## config.mk

```make
export PLATFORM = sky130hd
export DESIGN_NAME = repetition_serializer_flat
export DESIGN_NICKNAME = d
export VERILOG_FILES = /design/src/rtl/repetition_serializer_if.sv /design/src/rtl/repetition_serializer.sv /design/src/flat_wrapper.sv
export SDC_FILE = /design/constraint.sdc
export NUM_CORES = 1
export LEC_CHECK = 0
export BUFFER_PORTS_ARGS = -buffer_cell sky130_fd_sc_hd__buf_2
export CAP_MARGIN = 20
export CORE_UTILIZATION = 50
export DETAILED_ROUTE_END_ITERATION = 12
export PLACE_DENSITY_LB_ADDON = 0.25
export SLEW_MARGIN = 10
export SYNTH_ARGS = -nofsm -noshare
export SYNTH_HDL_FRONTEND = slang
export SYNTH_SLANG_ARGS = --single-unit
```

## constraint.sdc

```tcl
create_clock -name clk -period 4.6 [get_ports clk]
set_input_delay 0.23 -clock clk [delete_from_list [all_inputs] [get_ports clk]]
set_output_delay 0.23 -clock clk [all_outputs]
set_load 0.01 [all_outputs]
```

## src/rtl/repetition_serializer_if.sv

```systemverilog
// Stream bundle for the repetition serializer: grouped activations in, one unique value per beat out.
interface repetition_serializer_if #(
  parameter int GROUP_SIZE     = 4,
  parameter int DATA_WIDTH     = 8,
  parameter int LOG_GROUP_SIZE = 2
);
  localparam int REP_INFO = GROUP_SIZE * GROUP_SIZE;

  logic [GROUP_SIZE*DATA_WIDTH+REP_INFO-1:0] data_in;
  logic                                      valid_in;
  logic                                      avail_out;
  logic [DATA_WIDTH-1:0]                     value_out;
  logic [LOG_GROUP_SIZE-1:0]                 idx_out;
  logic [GROUP_SIZE-1:0]                     mask_out;
  logic                                      last_out;
  logic                                      valid_out;
  logic                                      avail_in;

  modport slave (
    input  data_in, valid_in, avail_in,
    output avail_out, value_out, idx_out, mask_out, last_out, valid_out
  );

  modport master (
    output data_in, valid_in, avail_in,
    input  avail_out, value_out, idx_out, mask_out, last_out, valid_out
  );
endinterface

```

## src/rtl/repetition_serializer.sv

```systemverilog
// Turns one group plus its repetition matrix into a sequence of unique-value beats,
// each carrying the first-occurrence index and the scatter mask of equal positions.
module repetition_serializer #(
  parameter int GROUP_SIZE             = 4,
  parameter int DATA_WIDTH             = 8,
  parameter int LOG_GROUP_SIZE         = 2,
  parameter int LOG_MAX_ITERS          = 16,
  parameter int LOG_MAX_READS_PER_ITER = 16
) (
  input  logic                              clk,
  input  logic                              rst,
  input  logic                              configure,
  input  logic [LOG_MAX_ITERS-1:0]          num_iters,
  input  logic [LOG_MAX_READS_PER_ITER-1:0] num_reads_per_iter,
  repetition_serializer_if.slave            stream,
  output logic                              err_out
);
  localparam int REP_INFO  = GROUP_SIZE * GROUP_SIZE;
  localparam int ELEM_BITS = GROUP_SIZE * DATA_WIDTH;

  typedef enum logic {
    IDLE = 1'b0,
    EMIT = 1'b1
  } state_t;

  function automatic logic [LOG_GROUP_SIZE-1:0] lowest_set(input logic [GROUP_SIZE-1:0] bits);
    logic [LOG_GROUP_SIZE-1:0] idx;
    idx = '0;
    for (int i = GROUP_SIZE - 1; i >= 0; i--) begin
      if (bits[i]) begin
        idx = LOG_GROUP_SIZE'(i);
      end else begin
        idx = idx;
      end
    end
    return idx;
  endfunction

  function automatic logic single_bit(input logic [GROUP_SIZE-1:0] bits);
    return (bits != '0) && ((bits & (bits - GROUP_SIZE'(1))) == '0);
  endfunction

  state_t                                     state_r;
  logic                                       enabled_r;
  logic [LOG_MAX_ITERS-1:0]                   iters_r;
  logic [LOG_MAX_READS_PER_ITER-1:0]          reads_r;
  logic [LOG_MAX_READS_PER_ITER-1:0]          copy_r;
  logic [GROUP_SIZE-1:0][DATA_WIDTH-1:0]      elem_r;
  logic [GROUP_SIZE-1:0][GROUP_SIZE-1:0]      rows_r;
  logic [GROUP_SIZE-1:0]                      pending_r;
  logic                                       err_r;

  logic [GROUP_SIZE-1:0][GROUP_SIZE-1:0]      raw_s;
  logic [GROUP_SIZE-1:0][GROUP_SIZE-1:0]      rows_s;
  logic [GROUP_SIZE-1:0]                      pending_init_s;
  logic [GROUP_SIZE-1:0]                      seen_s;
  logic                                       overlap_s;
  logic                                       malformed_s;

  logic [LOG_GROUP_SIZE-1:0]                  sel_s;
  logic                                       emitting_s;
  logic                                       last_s;
  logic                                       handshake_s;
  logic                                       complete_s;
  logic                                       accept_s;

  assign raw_s = stream.data_in[ELEM_BITS +: REP_INFO];

  // Keep only the upper triangle and check the rows partition the group exactly once.
  always_comb begin
    rows_s         = '0;
    pending_init_s = '0;
    seen_s         = '0;
    overlap_s      = 1'b0;
    for (int r = 0; r < GROUP_SIZE; r++) begin
      for (int c = 0; c < GROUP_SIZE; c++) begin
        if (c >= r) begin
          rows_s[r][c] = raw_s[r][c];
        end else begin
          rows_s[r][c] = 1'b0;
        end
      end
      pending_init_s[r] = |rows_s[r];
      if ((seen_s & rows_s[r]) != '0) begin
        overlap_s = 1'b1;
      end else begin
        overlap_s = overlap_s;
      end
      seen_s = seen_s | rows_s[r];
    end
    malformed_s = (seen_s != '1) || overlap_s;
  end

  // Selection of the current unique value and the handshake/completion conditions.
  always_comb begin
    sel_s       = lowest_set(pending_r);
    emitting_s  = (state_r == EMIT) && (pending_r != '0);
    last_s      = single_bit(pending_r);
    handshake_s = emitting_s && stream.avail_in;
    complete_s  = ((state_r == EMIT) && (pending_r == '0)) || (handshake_s && last_s);
    accept_s    = stream.valid_in && enabled_r && (state_r == IDLE);
  end

  assign stream.avail_out = enabled_r && (state_r == IDLE);
  assign stream.valid_out = emitting_s;
  assign stream.value_out = emitting_s ? elem_r[sel_s] : '0;
  assign stream.idx_out   = emitting_s ? sel_s : '0;
  assign stream.mask_out  = emitting_s ? rows_r[sel_s] : '0;
  assign stream.last_out  = emitting_s && last_s;
  assign err_out          = err_r;

  // Group capture, emission bookkeeping and iteration countdown.
  always_ff @(posedge clk) begin
    if (!rst) begin
      state_r   <= IDLE;
      enabled_r <= 1'b0;
      iters_r   <= '0;
      reads_r   <= '0;
      copy_r    <= '0;
      elem_r    <= '0;
      rows_r    <= '0;
      pending_r <= '0;
      err_r     <= 1'b0;
    end else if (configure) begin
      iters_r   <= num_iters;
      reads_r   <= num_reads_per_iter;
      copy_r    <= num_reads_per_iter;
      enabled_r <= 1'b1;
      pending_r <= '0;
      err_r     <= 1'b0;
      state_r   <= IDLE;
    end else begin
      case (state_r)
        IDLE: begin
          if (accept_s) begin
            elem_r    <= stream.data_in[ELEM_BITS-1:0];
            rows_r    <= rows_s;
            pending_r <= pending_init_s;
            if (malformed_s) begin
              err_r <= 1'b1;
            end
            state_r <= EMIT;
          end
        end
        EMIT: begin
          // An empty group produces no beats but still counts as consumed.
          if (pending_r == '0) begin
            err_r <= 1'b1;
          end
          if (handshake_s) begin
            pending_r[sel_s] <= 1'b0;
          end
          if (complete_s) begin
            state_r <= IDLE;
            if (reads_r == LOG_MAX_READS_PER_ITER'(1) && iters_r == LOG_MAX_ITERS'(1)) begin
              enabled_r <= 1'b0;
            end else if (reads_r == LOG_MAX_READS_PER_ITER'(1)) begin
              iters_r <= iters_r - LOG_MAX_ITERS'(1);
              reads_r <= copy_r;
            end else begin
              reads_r <= reads_r - LOG_MAX_READS_PER_ITER'(1);
            end
          end
        end
        default: begin
          state_r   <= IDLE;
          pending_r <= '0;
        end
      endcase
    end
  end
endmodule

```

## src/flat_wrapper.sv

```systemverilog
// flat-port wrapper written by rule: the top's interface ports become plain ports
module repetition_serializer_flat 
#(
  parameter int GROUP_SIZE             = 4,
  parameter int DATA_WIDTH             = 8,
  parameter int LOG_GROUP_SIZE         = 2,
  parameter int LOG_MAX_ITERS          = 16,
  parameter int LOG_MAX_READS_PER_ITER = 16
)
  (clk, rst, configure, num_iters, num_reads_per_iter, err_out, stream_data_in, stream_valid_in, stream_avail_in, stream_avail_out, stream_value_out, stream_idx_out, stream_mask_out, stream_last_out, stream_valid_out);
  repetition_serializer_if #(.GROUP_SIZE(GROUP_SIZE), .DATA_WIDTH(DATA_WIDTH), .LOG_GROUP_SIZE(LOG_GROUP_SIZE)) stream_i ();
  input  logic clk;
  input  logic rst;
  input  logic configure;
  input  logic [LOG_MAX_ITERS-1:0] num_iters;
  input  logic [LOG_MAX_READS_PER_ITER-1:0] num_reads_per_iter;
  output logic err_out;
  input wire logic [$bits(stream_i.data_in)-1:0] stream_data_in;
  input wire logic [$bits(stream_i.valid_in)-1:0] stream_valid_in;
  input wire logic [$bits(stream_i.avail_in)-1:0] stream_avail_in;
  output wire logic [$bits(stream_i.avail_out)-1:0] stream_avail_out;
  output wire logic [$bits(stream_i.value_out)-1:0] stream_value_out;
  output wire logic [$bits(stream_i.idx_out)-1:0] stream_idx_out;
  output wire logic [$bits(stream_i.mask_out)-1:0] stream_mask_out;
  output wire logic [$bits(stream_i.last_out)-1:0] stream_last_out;
  output wire logic [$bits(stream_i.valid_out)-1:0] stream_valid_out;
  assign stream_i.data_in = stream_data_in;
  assign stream_i.valid_in = stream_valid_in;
  assign stream_i.avail_in = stream_avail_in;
  assign stream_avail_out = stream_i.avail_out;
  assign stream_value_out = stream_i.value_out;
  assign stream_idx_out = stream_i.idx_out;
  assign stream_mask_out = stream_i.mask_out;
  assign stream_last_out = stream_i.last_out;
  assign stream_valid_out = stream_i.valid_out;
  repetition_serializer #(.GROUP_SIZE(GROUP_SIZE), .DATA_WIDTH(DATA_WIDTH), .LOG_GROUP_SIZE(LOG_GROUP_SIZE), .LOG_MAX_ITERS(LOG_MAX_ITERS), .LOG_MAX_READS_PER_ITER(LOG_MAX_READS_PER_ITER)) u_core (.clk(clk), .rst(rst), .configure(configure), .num_iters(num_iters), .num_reads_per_iter(num_reads_per_iter), .stream(stream_i), .err_out(err_out));
endmodule
```

==> flow_metrics.tcl, run 1 <==
set metrics [dict create \
    status "completed" \
    hold_viol 0 \
    die_x_um 103.8 \
    cts_sinks 97 \
    leakagePower_nw 2.218 \
    post-route-period-util 0.6397 \
    routed-via-count 4857 \
    gp_congestion 0.8231 \
    numCtsBuffers 9 \
    die_height_um 103.8 \
    maxSlewViolCount 0 \
    clk_pin_slew_ps 100 \
    drt-total-wl_um 12740 \
    overflow 0 \
    grt_max_degree 90 \
    synth_compound_area_frac 0.2437 \
    synth-seq-cells 97 \
    syn_avg_cell_area_um2 7.898 \
    dp_slack_ps 1674 \
    finalSetupTns_ps 0 \
    routedWlPerCell_um 14.78 \
    rrSetupSlack_ps 1660 \
    antenna_found_initial 0 \
    fin_area_um2 5911 \
    cp.required_ps 4900 \
    path_cells "inv_1, maj3_1, a31oi_4, nor2_1, mux2_2, o21ai_1" \
    core-area_um2 9910 \
    rows 36 \
    fin_crit_ps 2943 \
    crit-reg2reg-launch "u_core.pending_r[0]" \
    power.density_nw_per_um2 299.6 \
    critical_path_class "reg -> reg" \
    finalSetupViolations 0 \
    fin_nets 813 \
    worstMarginPinSlew_ps 944.9 \
    grt_use_total 0.2423 \
    rsz0062_at_grt "no" \
    area_growth_syn_to_layout_pct 14.08 \
    yosysWarningCount 0 \
    worst-r2r-cell-count 6 \
    min_from "stream_data_in[10]" \
    synth_edf_count 0 \
    synth_nets 745 \
    synthAdderAreaFrac 0.01159 \
    fmax_ghz 0.3398 \
    finalPower_mw 1.771 \
    maxCapViolCount 0 \
    post_cts_resized 0 \
    clk-insertion-delay-late_ps 370 \
    firstDrtPassIters 5 \
    placed_cell_area_um2 5680 \
    avgViaCountPerCell 5.635 \
    postRouteAntennaNets 0 \
    async_flop_share 0 \
    htree_levels 3 \
    stdcell_count 862 \
    dp_cells 845 \
    drive_gt1_frac 0.1975 \
    postCtsSetupRepairBufs 0 \
    dp.final_hpwl_um 8604 \
    min_to "u_core.elem_r[10]" \
    crit_buf_inv 1 \
    grt_pass1_vias 4628 \
    synthMuxAreaShare 0.02536 \
    fin_worst_skew_ps 10.23 \
    cp_top_family "flip-flops" \
    grt_first_pass_wirelength_um 21550 \
    slowest_stage "dfxtp_1" \
    syn-cell-area_um2 5181 \
    slowest_delay_ps 950 \
    hold_slack_ps 93.11 \
    remaining_drc_errors 0 \
    crit_arrival_ps 3250 \
    synth_xor_area_frac 0.05071 \
    r2r-end "u_core.iters_r[1]" \
    root_buffer "clkbuf_8" \
    crit_fanout 27 \
    end_kind "flip-flop" \
    ys.flop_type "dfxtp_1" \
    fill_cells 931 \
    whs_path_depth 3 \
    peakVddDrop_uv 133.9 \
    cts_buffer_depth 2 \
    slew_headroom 0.3692 \
    setup_ws_ps 1657 \
    die-area_um2 10770 \
    hold_path.class "in -> reg" \
    synth_cell_types 62 \
    drt_iter0_markers 265 \
    insertedDiodeCount 0 \
    port_buffers 96 \
    utilization 0.5965 \
    ios 103 \
    synthSimpleGateAreaFrac 0.2468 \
    synth_cells 656 \
    initial_core_util 0.5229 \
    synth_top_family_by_area "simple AND/OR/NAND/NOR gates" \
    hold_buffers 0 \
    ys_seq_area_frac 0.3748 \
    cts_tree "yes" \
    start_kind "flip-flop" \
]
layout by cell type, fill, tap and decap left out, types with 4 or more instances in the layout:
master,instances
xor2_1,11
xnor2_1,19
nand3_1,16
inv_1,12
nand2_1,134
nor3_1,6
a21boi_0,48
nor2_1,36
mux2i_1,12
buf_4,6
a31oi_1,4
a221oi_1,5
nand4_1,5
nor3_2,10
a21o_1,4
o21ai_0,41
clkbuf_8,9
nor2b_1,15
a22oi_1,5
nor4_2,4
and2_1,7
buf_2,96
a21oi_1,55
o21ai_1,4
a211oi_1,6
dfxtp_1,97
ha_1,4
sequential cells by signal (all words and copies together) (netlist names):
register          flops
u_core.copy_r        16
u_core.elem_r        32
u_core.enabled_r      1
u_core.err_out        1
u_core.iters_r       16
u_core.pending_r      4
u_core.reads_r       16
u_core.rows_r        10
u_core.state_r        1
cells by family (layout without fill, tap and decap cells):
group | Yosys count | after routing
AO/OA/AOI/OAI | 195 | 195
adder cells (fa/ha/maj) | 5 | 5
AND/OR/NAND/NOR | 257 | 257
multiplexers | 13 | 13
flip-flops | 97 | 97
buffers and inverters | 59 | 132
XOR/XNOR | 30 | 30
synth_stat cells (6+ instances only):
| cell type | count | area share |
|---|---|---|
| xnor2_1 | 19 | 0.032 |
| nand3_1 | 16 | 0.015 |
| nor3_2 | 10 | 0.019 |
| a21oi_1 | 55 | 0.053 |
| a21boi_0 | 48 | 0.070 |
| nor3_1 | 6 | 0.0058 |
| dfxtp_1 | 97 | 0.37 |
| a211oi_1 | 6 | 0.0087 |
| o21ai_0 | 41 | 0.040 |
| nor2_1 | 37 | 0.027 |
| inv_1 | 12 | 0.0087 |
| nor2b_1 | 15 | 0.018 |
| nand2_1 | 134 | 0.097 |
| mux2i_1 | 12 | 0.023 |
| clkbuf_1 | 37 | 0.027 |
| xor2_1 | 11 | 0.019 |
| and2_1 | 7 | 0.0085 |
metal layers:
metal	part of all wire	up-vias	track usage
met5	0	-	0
met2	0.48	140	0.3941
met3	0.049	14	0.04279
li1	-	2421	-
met1	0.45	2282	0.3171
met4	0.018	0	0.1000
worst min-delay path, cell delays in order:
cell	delay (ps)
buf_2	90
nand2_1	40
a21boi_0	60
worst max path at each step:
stage,startpoint,endpoint,slack [ps],cells past startpoint
after floorplan,u_core.reads_r[0],u_core.iters_r[1],2730,7
after global placement,u_core.pending_r[0],u_core.iters_r[1],1710,6
after detailed placement,u_core.pending_r[0],u_core.iters_r[1],1670,6
after CTS,u_core.pending_r[0],u_core.iters_r[1],1670,6
after global routing,u_core.pending_r[0],u_core.iters_r[1],1430,6
final,u_core.pending_r[0],u_core.iters_r[1],1660,6
report_power, final:
group / leakage (nW) / total [mW] / internal [mW] / switching, mW
Clock: 0.104 / 0.579 / 0.257 / 0.321
Combinational: 1.32 / 0.269 / 0.119 / 0.150
Sequential: 0.795 / 0.923 / 0.880 / 0.0431
cell type report:
class,instances,area (um2),area share
clock buffer,9,123.9,0.02096
inverter,13,48.80,0.008256
clock inverter,7,78.83,0.01334
tap,133,166.4,0.02815
multi-input combinational,500,2998,0.5072
timing repair buffer,103,553.0,0.09356
sequential,97,1942,0.3285
Note: power is estimated with default switching activity, not from simulation.
==> run 2: changes to the inputs <==
ABC_AREA = 1   (was unset)
clock period = 3 ns   (was 4.6 ns; I/O delays follow)
==> flow_metrics.tcl, run 2 <==
set metrics [dict create \
    status "completed" \
    layout_commonest_cell "nand2_1" \
    power.density_nw_per_um2 475.0 \
    ys_seq_area_frac 0.3601 \
    yosys-top-cells-count "nand2_1, nor2_1, dfxtp_1, o21ai_0, inv_1" \
    swShare 0.3258 \
    rows 37 \
    die_x_um 105.9 \
    yosysMostFrequentCell "nand2_1" \
    grt_pass1_vias 5022 \
    clk-insertion-delay-late_ps 370 \
    rsz0062_at_grt "no" \
    finalPower_mw 2.976 \
    die-area_um2 11200 \
    p_int_mw 2.006 \
    whs_path_depth 3 \
    core-area_um2 10370 \
    synth_nets 939 \
    hold_path.class "in -> reg" \
    grt_max_degree 58 \
    overflow 0 \
    fmax_ghz 0.4230 \
    power.switching_mw 0.9696 \
    post-route-period-util 0.7880 \
    cts_sinks 97 \
    gp_congestion 0.9207 \
    stdcell_count 1087 \
    post_cts_resized 0 \
    worst-r2r-cell-count 13 \
    worstMarginPinSlew_ps 770.9 \
    seqPwrFrac 0.476 \
    drt-total-wl_um 13870 \
    area_growth_syn_to_layout_pct 16.17 \
    fin_nets 1034 \
    routedWlPerCell_um 12.76 \
    initial_core_util 0.5200 \
    hold_viol 0 \
    ys.flop_type "dfxtp_1" \
    synth_cells 850 \
    postCtsSetupRepairBufs 0 \
    start_kind "flip-flop" \
    drt_iter0_markers 355 \
    leakagePower_nw 3.006 \
    synth_edf_count 0 \
    synth.area.top_cells "dfxtp_1, nand2_1, nor2_1" \
    port_buffers 96 \
    firstDrtPassIters 5 \
    cts_tree "yes" \
    htree_levels 3 \
    avgViaCountPerCell 5.199 \
    postRouteAntennaNets 0 \
    synth_top_cell_by_area "dfxtp_1" \
    fin_worst_skew_ps 12.50 \
    clk_pin_slew_ps 100 \
    root_buffer "clkbuf_8" \
    peakVddDrop_uv 282.7 \
    regMostFlops "u_core.elem_r" \
    fill_cells 1066 \
    routed-via-count 5651 \
    cts_buffer_depth 2 \
    antenna_found_initial 1 \
    cp.required_ps 2850 \
    path_cells "nor2_4, inv_1, nor2_1, a22o_1, nand2_1, o21ai_0, buf_2" \
    crit_arrival_ps 2210 \
    synth_top_area_share 0.3601 \
    dp.final_hpwl_um 9521 \
    ios 103 \
    slew_headroom 0.4842 \
    multiInputGateArea_um2 3024 \
    largest_reg_flops 32 \
    maxSlewViolCount 0 \
    numCtsBuffers 9 \
    maxCapViolCount 0 \
    fin_crit_ps 2364 \
    drive_gt1_frac 0.1653 \
    yosysWarningCount 0 \
    critical_path_class "reg -> out" \
    mostFrequentLayoutCells "nand2_1, nor2_1, dfxtp_1" \
    finalSetupViolations 0 \
    synth-seq-cells 97 \
    slowest_stage "nor2_1" \
    crit_fanout 10 \
    layout.area.seq_um2 1942 \
    end_kind "primary output" \
    clkPwrFrac 0.306 \
    syn-cell-area_um2 5393 \
    die_height_um 105.9 \
    pwr-share-comb 0.218 \
    syn_avg_cell_area_um2 6.344 \
    grt_use_total 0.2519 \
    dp_cells 1054 \
    slowest_delay_ps 590 \
    synth_cell_types 36 \
    finalSetupTns_ps 0 \
    async_flop_share 0 \
    remaining_drc_errors 0 \
    grt_first_pass_wirelength_um 22960 \
]
[run 2: changes by cell type after synthesis, sizes merged, moves of 19 or more]
cell / previous run / this run
a21boi: 48 / 0
clkbuf: 38 / 19
inv: 13 / 62
nand2: 134 / 225
nand3: 16 / 51
nor2: 37 / 201
o21ai: 45 / 85
[run 2: kinds of logic (layout without fill, tap and decap cells)]
group | Yosys count | count (layout) | share of synthesized area
simple gates | 493 | 493 | 0.3856
compound gates | 152 | 152 | 0.1545
flops | 97 | 97 | 0.3601
buf+inv | 97 | 197 | 0.07912
xor+xnor | 7 | 7 | 0.01137
fa+ha+maj | 4 | 4 | 0.009281
other cells | 0 | 1 | 0
[run 2: cell type report]
cell class,count,area share
multi-input combinational,656,0.4827
clock buffer,9,0.01977
clock inverter,7,0.01318
inverter,64,0.03855
timing repair buffer,117,0.1082
tap,136,0.02716
sequential,97,0.3100
antenna,1,0.0003994
[run 2: worst paths after layout]
| check | slack, ps | start | endpoint |
|---|---|---|---|
| max | 640 | u_core.pending_r[1] | stream_value_out[2] |
| min | 6 | stream_data_in[24] | u_core.elem_r[24] |
| max reg2reg | 960 | u_core.reads_r[1] | u_core.reads_r[3] |
| min reg2reg | 470 | u_core.copy_r[8] | u_core.copy_r[8] |
[run 2: power groups by stage]
stage	Combinational, mW	Sequential (mW)	Clock [mW]
after floorplan	0.478	1.43	0
after global placement	0.617	1.44	0
after detailed placement	0.625	1.45	0
after CTS	0.645	1.42	0.926
after global routing	0.738	1.43	0.980
final	0.648	1.42	0.910
[run 2: through the flow]
step                cell area [um2]  utilization  hold slack (ps)  setup WS (ps)
global route                   6262       0.6039            1.832          507.5
finish                         6265       0.6041            6.094          636.1
detailed placement             5896       0.5685            377.8           1005
global placement               5896       0.5685            369.7           1030
CTS                            6262       0.6039          0.09592          617.4
floorplan                      5393            -            284.9           1409
[run 2: timing repair]
action | CTS | global route
hold buffers | 16 | 0
endpoints found under the hold margin | 16 | 0
setup endpoints to repair | 0 | 0
[run 2: metal layers]
| metal | vias to the layer above | part of all wire | track usage |
|---|---|---|---|
| met1 | 2563 | 0.48 | 0.3328 |
| met2 | 150 | 0.46 | 0.4234 |
| met3 | 14 | 0.048 | 0.04205 |
| li1 | 2924 | - | - |
| met5 | - | 0 | 0 |
| met4 | 0 | 0.011 | 0.06746 |
[run 2: worst max-delay path: cells and delay by family, from the launching register on]
kind	cells	cell delay [ps]
AO/OA/AOI/OAI	2	380
buffers and inverters	2	250
flip-flops	1	370
AND/OR/NAND/NOR	3	830
